### src/rtl/branch_predict_unit.sv
// Saturating-counter branch predictor with same-cycle branch resolution.
// Holds a PC-indexed counter table plus saturating branch and mispredict statistics.
module branch_predict_unit #(
    parameter int IDX_BITS = 4,
    parameter int CTR_BITS = 2,
    parameter int BYPASS   = 0
) (
    input  logic        clk_i,
    input  logic        rst_i,
    input  logic [31:0] lookup_pc_i,
    output logic        predict_o,
    input  logic        Branch_i,
    input  logic        branch_result_i,
    input  logic        predict_i,
    input  logic [31:0] Imm_i,
    input  logic [31:0] PC_i,
    output logic        Flush_o,
    output logic [31:0] PC_o,
    output logic [15:0] branch_count_o,
    output logic [15:0] mispredict_count_o
);

    localparam int                  DEPTH    = 1 << IDX_BITS;
    localparam logic [CTR_BITS-1:0] CTR_MAX  = '1;
    localparam logic [CTR_BITS-1:0] CTR_INIT = CTR_MAX >> 1;
    localparam logic [CTR_BITS-1:0] CTR_ONE  = CTR_BITS'(1);

    logic [CTR_BITS-1:0] ctr_q [DEPTH];

    logic [IDX_BITS-1:0] lookup_idx;
    logic [IDX_BITS-1:0] upd_idx;
    logic [CTR_BITS-1:0] upd_ctr;
    logic [CTR_BITS-1:0] upd_ctr_d;
    logic                stored_pred;
    logic                mis;
    logic                train_en;

    logic [15:0] branch_cnt_q, branch_cnt_d;
    logic [15:0] mis_cnt_q, mis_cnt_d;

    // Bits outside the index (and the immediate's MSB lost by the shift) do not affect behaviour.
    logic unused_bits;
    assign unused_bits = ^{lookup_pc_i[31:IDX_BITS+2], lookup_pc_i[1:0],
                           PC_i[1:0], Imm_i[31]};

    assign lookup_idx  = lookup_pc_i[IDX_BITS+1:2];
    assign upd_idx     = PC_i[IDX_BITS+1:2];
    assign upd_ctr     = ctr_q[upd_idx];
    assign stored_pred = ctr_q[lookup_idx][CTR_BITS-1];
    assign train_en    = Branch_i & ~rst_i;

    always_comb begin
        upd_ctr_d = upd_ctr;
        if (branch_result_i) begin
            if (upd_ctr != CTR_MAX) begin
                upd_ctr_d = upd_ctr + CTR_ONE;
            end
        end else begin
            if (upd_ctr != '0) begin
                upd_ctr_d = upd_ctr - CTR_ONE;
            end
        end
    end

    // One register per table entry so a reset can restore the whole table in a single edge.
    genvar gi;
    generate
        for (gi = 0; gi < DEPTH; gi++) begin : g_entry
            localparam logic [IDX_BITS-1:0] ENTRY_IDX = IDX_BITS'(gi);
            always_ff @(posedge clk_i) begin
                if (rst_i) begin
                    ctr_q[gi] <= CTR_INIT;
                end else if (Branch_i && (upd_idx == ENTRY_IDX)) begin
                    ctr_q[gi] <= upd_ctr_d;
                end
            end
        end
    endgenerate

    generate
        if (BYPASS != 0) begin : g_bypass
            logic bypass_hit;
            assign bypass_hit = train_en & (lookup_idx == upd_idx);
            assign predict_o  = bypass_hit ? upd_ctr_d[CTR_BITS-1] : stored_pred;
        end else begin : g_no_bypass
            assign predict_o = stored_pred;
        end
    endgenerate

    assign mis     = Branch_i & (branch_result_i != predict_i);
    assign Flush_o = mis & ~rst_i;
    assign PC_o    = branch_result_i ? (PC_i + {Imm_i[30:0], 1'b0}) : (PC_i + 32'd4);

    always_comb begin
        branch_cnt_d = branch_cnt_q;
        mis_cnt_d    = mis_cnt_q;
        if (Branch_i) begin
            if (branch_cnt_q != 16'hFFFF) begin
                branch_cnt_d = branch_cnt_q + 16'd1;
            end
            if (mis && (mis_cnt_q != 16'hFFFF)) begin
                mis_cnt_d = mis_cnt_q + 16'd1;
            end
        end
    end

    always_ff @(posedge clk_i) begin
        if (rst_i) begin
            branch_cnt_q <= '0;
            mis_cnt_q    <= '0;
        end else begin
            branch_cnt_q <= branch_cnt_d;
            mis_cnt_q    <= mis_cnt_d;
        end
    end

    assign branch_count_o     = branch_cnt_q;
    assign mispredict_count_o = mis_cnt_q;

endmodule

### config.mk
export PLATFORM = sky130hd
export DESIGN_NAME = branch_predict_unit
export DESIGN_NICKNAME = d
export VERILOG_FILES = /design/src/rtl/branch_predict_unit.sv
export SDC_FILE = /design/constraint.sdc
export NUM_CORES = 1
export LEC_CHECK = 0
export BUFFER_PORTS_ARGS = -buffer_cell sky130_fd_sc_hd__buf_2
export CORE_MARGIN = 2
export CORE_UTILIZATION = 40
export DETAILED_ROUTE_END_ITERATION = 7
export GPL_ROUTABILITY_DRIVEN = 0
export PLACE_DENSITY = 0.61
export SKIP_LAST_GASP = 1
export SLEW_MARGIN = 20
export SYNTH_ARGS = -nofsm -noshare
export SYNTH_HDL_FRONTEND = slang
export SYNTH_SLANG_ARGS = --single-unit
### constraint.sdc
create_clock -name clk_i -period 3.8 [get_ports clk_i]
set_input_delay 0.76 -clock clk_i [delete_from_list [all_inputs] [get_ports clk_i]]
set_output_delay 0.76 -clock clk_i [all_outputs]
set_load 0.03 [all_outputs]
# Word level (Yosys, flattened, before mapping)
# Memory sizes are Yosys's and may differ from the RTL's.
# Index checks and enable logic that the tools add are counted.
# op_classes
addsub	6
eq_ne	19
mux	70
n_bitwise	19
reduce_logical	21
# op_table
op	n
1-bit two-way mux	50
2-bit two-way mux	19
16-bit by 1-bit adder with 16-bit output, second input constant	2
32-bit by 3-bit adder with 32-bit output, second input constant	1
32-bit adder	1
4-bit equality test, second input constant	8
32-bit two-way mux	1
16-bit inequality test, second input constant	2
1-bit logical AND	17
4-bit by 3-bit equality test with 1-bit output, second input constant	4
1-bit OR	16
4-bit by 2-bit equality test with 1-bit output, second input constant	2
4-bit by 1-bit equality test with 1-bit output, second input constant	1
4-bit zero test	1
2-bit AND reduction	2
2-bit by 1-bit adder with 2-bit output, second input constant	1
1-bit AND	2
2-bit inequality test, second input constant	1
2-bit nonzero test	1
2-bit by 1-bit subtractor with 2-bit output, second input constant	1
1-bit inequality test	1
1-bit NOT	1
# word_totals
wordCells	138
memories	1
inputBits	101
ramBits	32
reg_bits	32
# memory_table
memory	words	width	rd	rd_ports_with_merged_regs	write_ports	line_no	text
ctr_q	16	2	2	0	16	28	logic [CTR_BITS-1:0] ctr_q [DEPTH];

# Logic depth before layout (Yosys ltp)
# depth
depth_word	6
mapped_depth	11
ltp_nobuf	11

# Worst setup path before layout
# OpenSTA, ideal clock, no wires.
# synth_path
kind	input port to output port
from	input Imm_i[9]
to	output PC_o[28]
required_time_ns	3.040
stages	10
slack_ns	-0.047
arrival_ns	3.087
path_cell_list	ha_1 clkbuf_1 nand2_1 o21ai_0 a211oi_1 o31ai_1 o22ai_1 nor2_1 nor4bb_1 nor4_1
# synth_via
elab_chain_len	2
# synth_lines
element	line_no	text
from (decl)	15	input logic [31:0] Imm_i,
32-bit adder	92	assign PC_o = branch_result_i ? (PC_i + {Imm_i[30:0], 1'b0}) : (PC_i + 32'd4);
32-bit two-way mux	92	
to (decl)	18	output logic [31:0] PC_o,
# No other way between the ends.

# Final worst setup path
# layout_path
from	input Imm_i[7]
to	output PC_o[30]
# The elaborated chain is that of the path after synthesis.

==> impl_summary.log <==
INFO  metric status = finished clean
INFO  metric floorplan.die_area = 15100 um2
INFO  metric synth_cell_type_count = 57
INFO  metric wire_per_inst = 15.3 um
INFO  metric netlist.top_cell.by_area = sky130_fd_sc_hd__edfxtp_1
INFO  metric timing.fmax = ~0.26 GHz
INFO  metric synth.cells.most_frequent = 82 x sky130_fd_sc_hd__nor2_1, 63 x sky130_fd_sc_hd__nand2_1, 49 x sky130_fd_sc_hd__a21oi_1
INFO  metric final_nets = 999
INFO  metric synthToLayoutAreaGrowth = 33.1%
INFO  metric worst-r2r-setup-slack = 1.30 ns
INFO  metric clock-skew-final = 0.00392 ns
INFO  metric grt_usage = 20.9%
INFO  metric postSynthAreaPerCell = approximately 8.3 um2
INFO  metric worst_ep_arrival = 3.02 ns
INFO  metric synth.area.mux_share = ~7.6%
INFO  metric synth.yosys.warnings = 0
INFO  metric gr-total-overflow = 0
INFO  metric setup_repair_after_global_routing_missed_its_margin = yes
INFO  metric clockBufferDepth = 2
INFO  metric pin_count = 167
INFO  metric setup.worst_path.end_class = primary output
INFO  metric synthXorXnorAreaFrac = 11.9%
INFO  metric crit_path_start = Imm_i[7]
INFO  metric drt-vias-per-instance = 5.42
INFO  metric power_density = 318 nW/um2
INFO  metric final-setup-viol-count = 0
INFO  metric first_pass_iters = 5
INFO  metric critical_path.endpoint = PC_o[30]
INFO  metric detail_route.iter0.violations = between 300 and 400
INFO  metric global_route.usage.met3 = 4.15%
INFO  metric gr-usage-met1 = 26.1%
INFO  metric grt_pass1_wl = 25600 um
INFO  metric synthAdderAreaFrac = 8.50%
INFO  metric core-area = about 14000 um2
INFO  metric height_of_the_die = 123 um
INFO  metric initial_utilization = 40.9%
INFO  metric drive_above_1_share = around a third
INFO  metric antenna_left = 0
INFO  metric grt_max_degree = 40
INFO  metric critical_path.reg2reg.endpoint = ctr_q[0][0]$_SDFFCE_PN1P_
INFO  metric first_global_vias = between 5000 and 6000
INFO  metric ys_seq_elements = 64
INFO  metric async_flop_share = 0%
INFO  metric timing_worst_setup_path_type = input port to primary output
INFO  metric r2r_start = ctr_q[3][1]$_SDFFCE_PN0P_
INFO  metric number_of_antenna_violations_at_the_first_check_in_global_routing = 1
INFO  metric h-tree-depth = 3
INFO  metric timing.max_slew.rel_slack = between 40 and 50%
INFO  metric worst_skew_pair.late_latency = 0.32 ns
INFO  metric timing.setup.tns = 0 ns
INFO  metric tightest_slew = 0.793 ns
INFO  metric net_count_after_synthesis = 821
INFO  metric rows = 43
INFO  metric io_buffer_count = 135
INFO  metric clockRootBuffer = sky130_fd_sc_hd__clkbuf_16
INFO  metric setup_ws_final = approximately 0.023 ns
INFO  metric yosys.area_share.simple = 26.1%
INFO  metric start_kind = input port
INFO  metric synth_enable_flop_cells = 32
INFO  metric global_route.peak_usage_layer = met2
INFO  metric worst_ir_drop_vdd = 0.000300 V
INFO  metric cts_inserted_buffers = 9
INFO  metric worstRegToRegCells = 5
INFO  metric clkTransAtPathRegs = 0.05 ns
INFO  metric fp.dieW = 123 um
INFO  metric timing_hold_violations_final = 0
INFO  metric power = approximately 2.4 mW
INFO  metric postLayoutCellArea = 7550 um2
INFO  metric synth_top_family_by_area = simple AND/OR/NAND/NOR gates
INFO  metric area_fraction_in_compound_gates_after_synthesis = 14.2%
INFO  metric synth.cell_area = between 5000 and 6000 um2
INFO  metric synth_top_area_share = 16.9%
INFO  metric synth_area_leaders = sky130_fd_sc_hd__edfxtp_1 17%, sky130_fd_sc_hd__dfxtp_1 11%, sky130_fd_sc_hd__ha_1 7.9%, sky130_fd_sc_hd__xor2_1 6.2%, sky130_fd_sc_hd__mux4_2 6.0%
INFO  metric final_period_minus_worst_setup_slack = 3.78 ns
INFO  metric static-leakage-power = between 3 and 4 nW
INFO  metric route.vias.total = 5671
INFO  metric timing.max_cap.violations = 0
INFO  metric place_worst_setup_slack = -0.262 ns
INFO  metric numClockSinks = 64
INFO  metric timing.final.max_slew_violations = 0
INFO  metric final_min_period_over_clock_period = 99.4%
INFO  metric remaining_drc_errors = 0
INFO  metric timing.critical_path.required = 3.04 ns
INFO  metric syn_inst = 683
INFO  metric seq_area_frac_synth = 28.2%
INFO  metric yosys_most_used_dff = sky130_fd_sc_hd__edfxtp_1
INFO  metric cp_max_fo = 3
INFO  metric tritoncts_clock_tree = done
INFO  metric drt-total-wl = 16000 um
INFO  metric placement.cell_area = a little under 7000 um2
INFO  metric synth.most_common_cell = sky130_fd_sc_hd__nor2_1
INFO  metric met2_usage = 36.9%
INFO  metric place_hpwl = 12400 um
INFO  metric fillCellCount = 1290
INFO  metric worst_hold_path_type = register to register
==> state kept, by name (all words and copies together) (netlist names) <==
signal,cells
branch_count_o,16
mispredict_count_o,16
ctr_q,32
==> layer usage <==
layer  wire, um  up-vias
li1           -     2850
met4        173        0
met3        957       13
met2       7850      145
met1       6990     2663
met5          0        -
==> worst min-delay path by stage <==
| stage | startpoint | end | slack (ns) | cells past startpoint |
|---|---|---|---|---|
| 2_1_floorplan | mispredict_count_o[8]$_SDFFE_PP0P_ | mispredict_count_o[8]$_SDFFE_PP0P_ | 0.62 | 2 |
| 3_3_place_gp | mispredict_count_o[8]$_SDFFE_PP0P_ | mispredict_count_o[8]$_SDFFE_PP0P_ | 0.48 | 2 |
| 3_5_place_dp | mispredict_count_o[8]$_SDFFE_PP0P_ | mispredict_count_o[8]$_SDFFE_PP0P_ | 0.49 | 2 |
| 4_1_cts | mispredict_count_o[8]$_SDFFE_PP0P_ | mispredict_count_o[8]$_SDFFE_PP0P_ | 0.50 | 2 |
| 5_1_grt | mispredict_count_o[8]$_SDFFE_PP0P_ | mispredict_count_o[8]$_SDFFE_PP0P_ | 0.52 | 2 |
| 6_report | mispredict_count_o[8]$_SDFFE_PP0P_ | mispredict_count_o[8]$_SDFFE_PP0P_ | 0.50 | 2 |
==> cells in the final DEF (no fill, tap or decap), types with 13 or more instances in the layout <==
cell type and count:
sky130_fd_sc_hd__buf_2 122, sky130_fd_sc_hd__nor2_1 81, sky130_fd_sc_hd__buf_4 75, sky130_fd_sc_hd__nand2_1 63, sky130_fd_sc_hd__nand3_1 46, sky130_fd_sc_hd__a21oi_1 42
sky130_fd_sc_hd__xor2_1 40, sky130_fd_sc_hd__xnor2_1 37, sky130_fd_sc_hd__dfxtp_1 32, sky130_fd_sc_hd__edfxtp_1 32, sky130_fd_sc_hd__ha_1 27, sky130_fd_sc_hd__nor3_1 19
sky130_fd_sc_hd__or3_1 17, sky130_fd_sc_hd__mux4_2 15, sky130_fd_sc_hd__a21o_1 14, sky130_fd_sc_hd__o21ai_0 14, sky130_fd_sc_hd__nand2b_1 14, sky130_fd_sc_hd__nand4_1 13
==> kinds of logic after synthesis <==
family                     Yosys count
xor gates and xnor gates            77
buffers and inverters               46
AOI/OAI and AO/OA                  131
muxes                               24
DFF                                 64
adders and majority gates           38
and+or+nand+nor                    303
==> metrics by stage <==
| step | utilization, % | cells | hold slack [ns] |
|---|---|---|---|
| floorplan | - | 683 | 0.618 |
| global placement | 49.7 | 1026 | 0.483 |
| detailed placement | 49.7 | 1026 | 0.492 |
| CTS | 52.9 | 1045 | 0.503 |
| global route | 54.4 | 1047 | 0.521 |
| finish | 54.4 | 1047 | 0.502 |
==> critical path: stages <==
cell and delay (ns):
sky130_fd_sc_hd__buf_2 0.11, sky130_fd_sc_hd__ha_1 0.34, sky130_fd_sc_hd__buf_4 0.16, sky130_fd_sc_hd__nand2_1 0.09, sky130_fd_sc_hd__nand2_1 0.11, sky130_fd_sc_hd__nor2_2 0.13, sky130_fd_sc_hd__o31ai_1 0.09, sky130_fd_sc_hd__buf_4 0.17
sky130_fd_sc_hd__a31oi_4 0.18, sky130_fd_sc_hd__a31oi_4 0.11, sky130_fd_sc_hd__or4b_1 0.46, sky130_fd_sc_hd__and3_1 0.16, sky130_fd_sc_hd__buf_6 0.14
==> repair_timing <==
item / CTS / global route
pin swaps: 10 / 16
buffers inserted: 3 / 1
gates resized for setup: 23 / 47
hold buffers: 0 / 0
setup endpoints to repair: 12 / 17
==> final cells by class <==
class	count	area (um2)	area share [%]
multi-input cells	573	4150	55.0
clock buffers	10	229	3.03
flip-flops and latches	64	1600	21.2
diodes	1	2.50	0.0331
inverters	9	33.8	0.447
well taps	180	225	2.98
repair buffers	204	1250	16.5
clock inverters	6	60.1	0.795
==> power by group <==
group	switching, mW	internal, mW	total, mW
clock	0.297	0.504	0.801
sequential	0.00952	0.739	0.749
combinational	0.489	0.365	0.854
total	0.795	1.61	2.40
No activity file was read; power rests on OpenSTA's default activity.
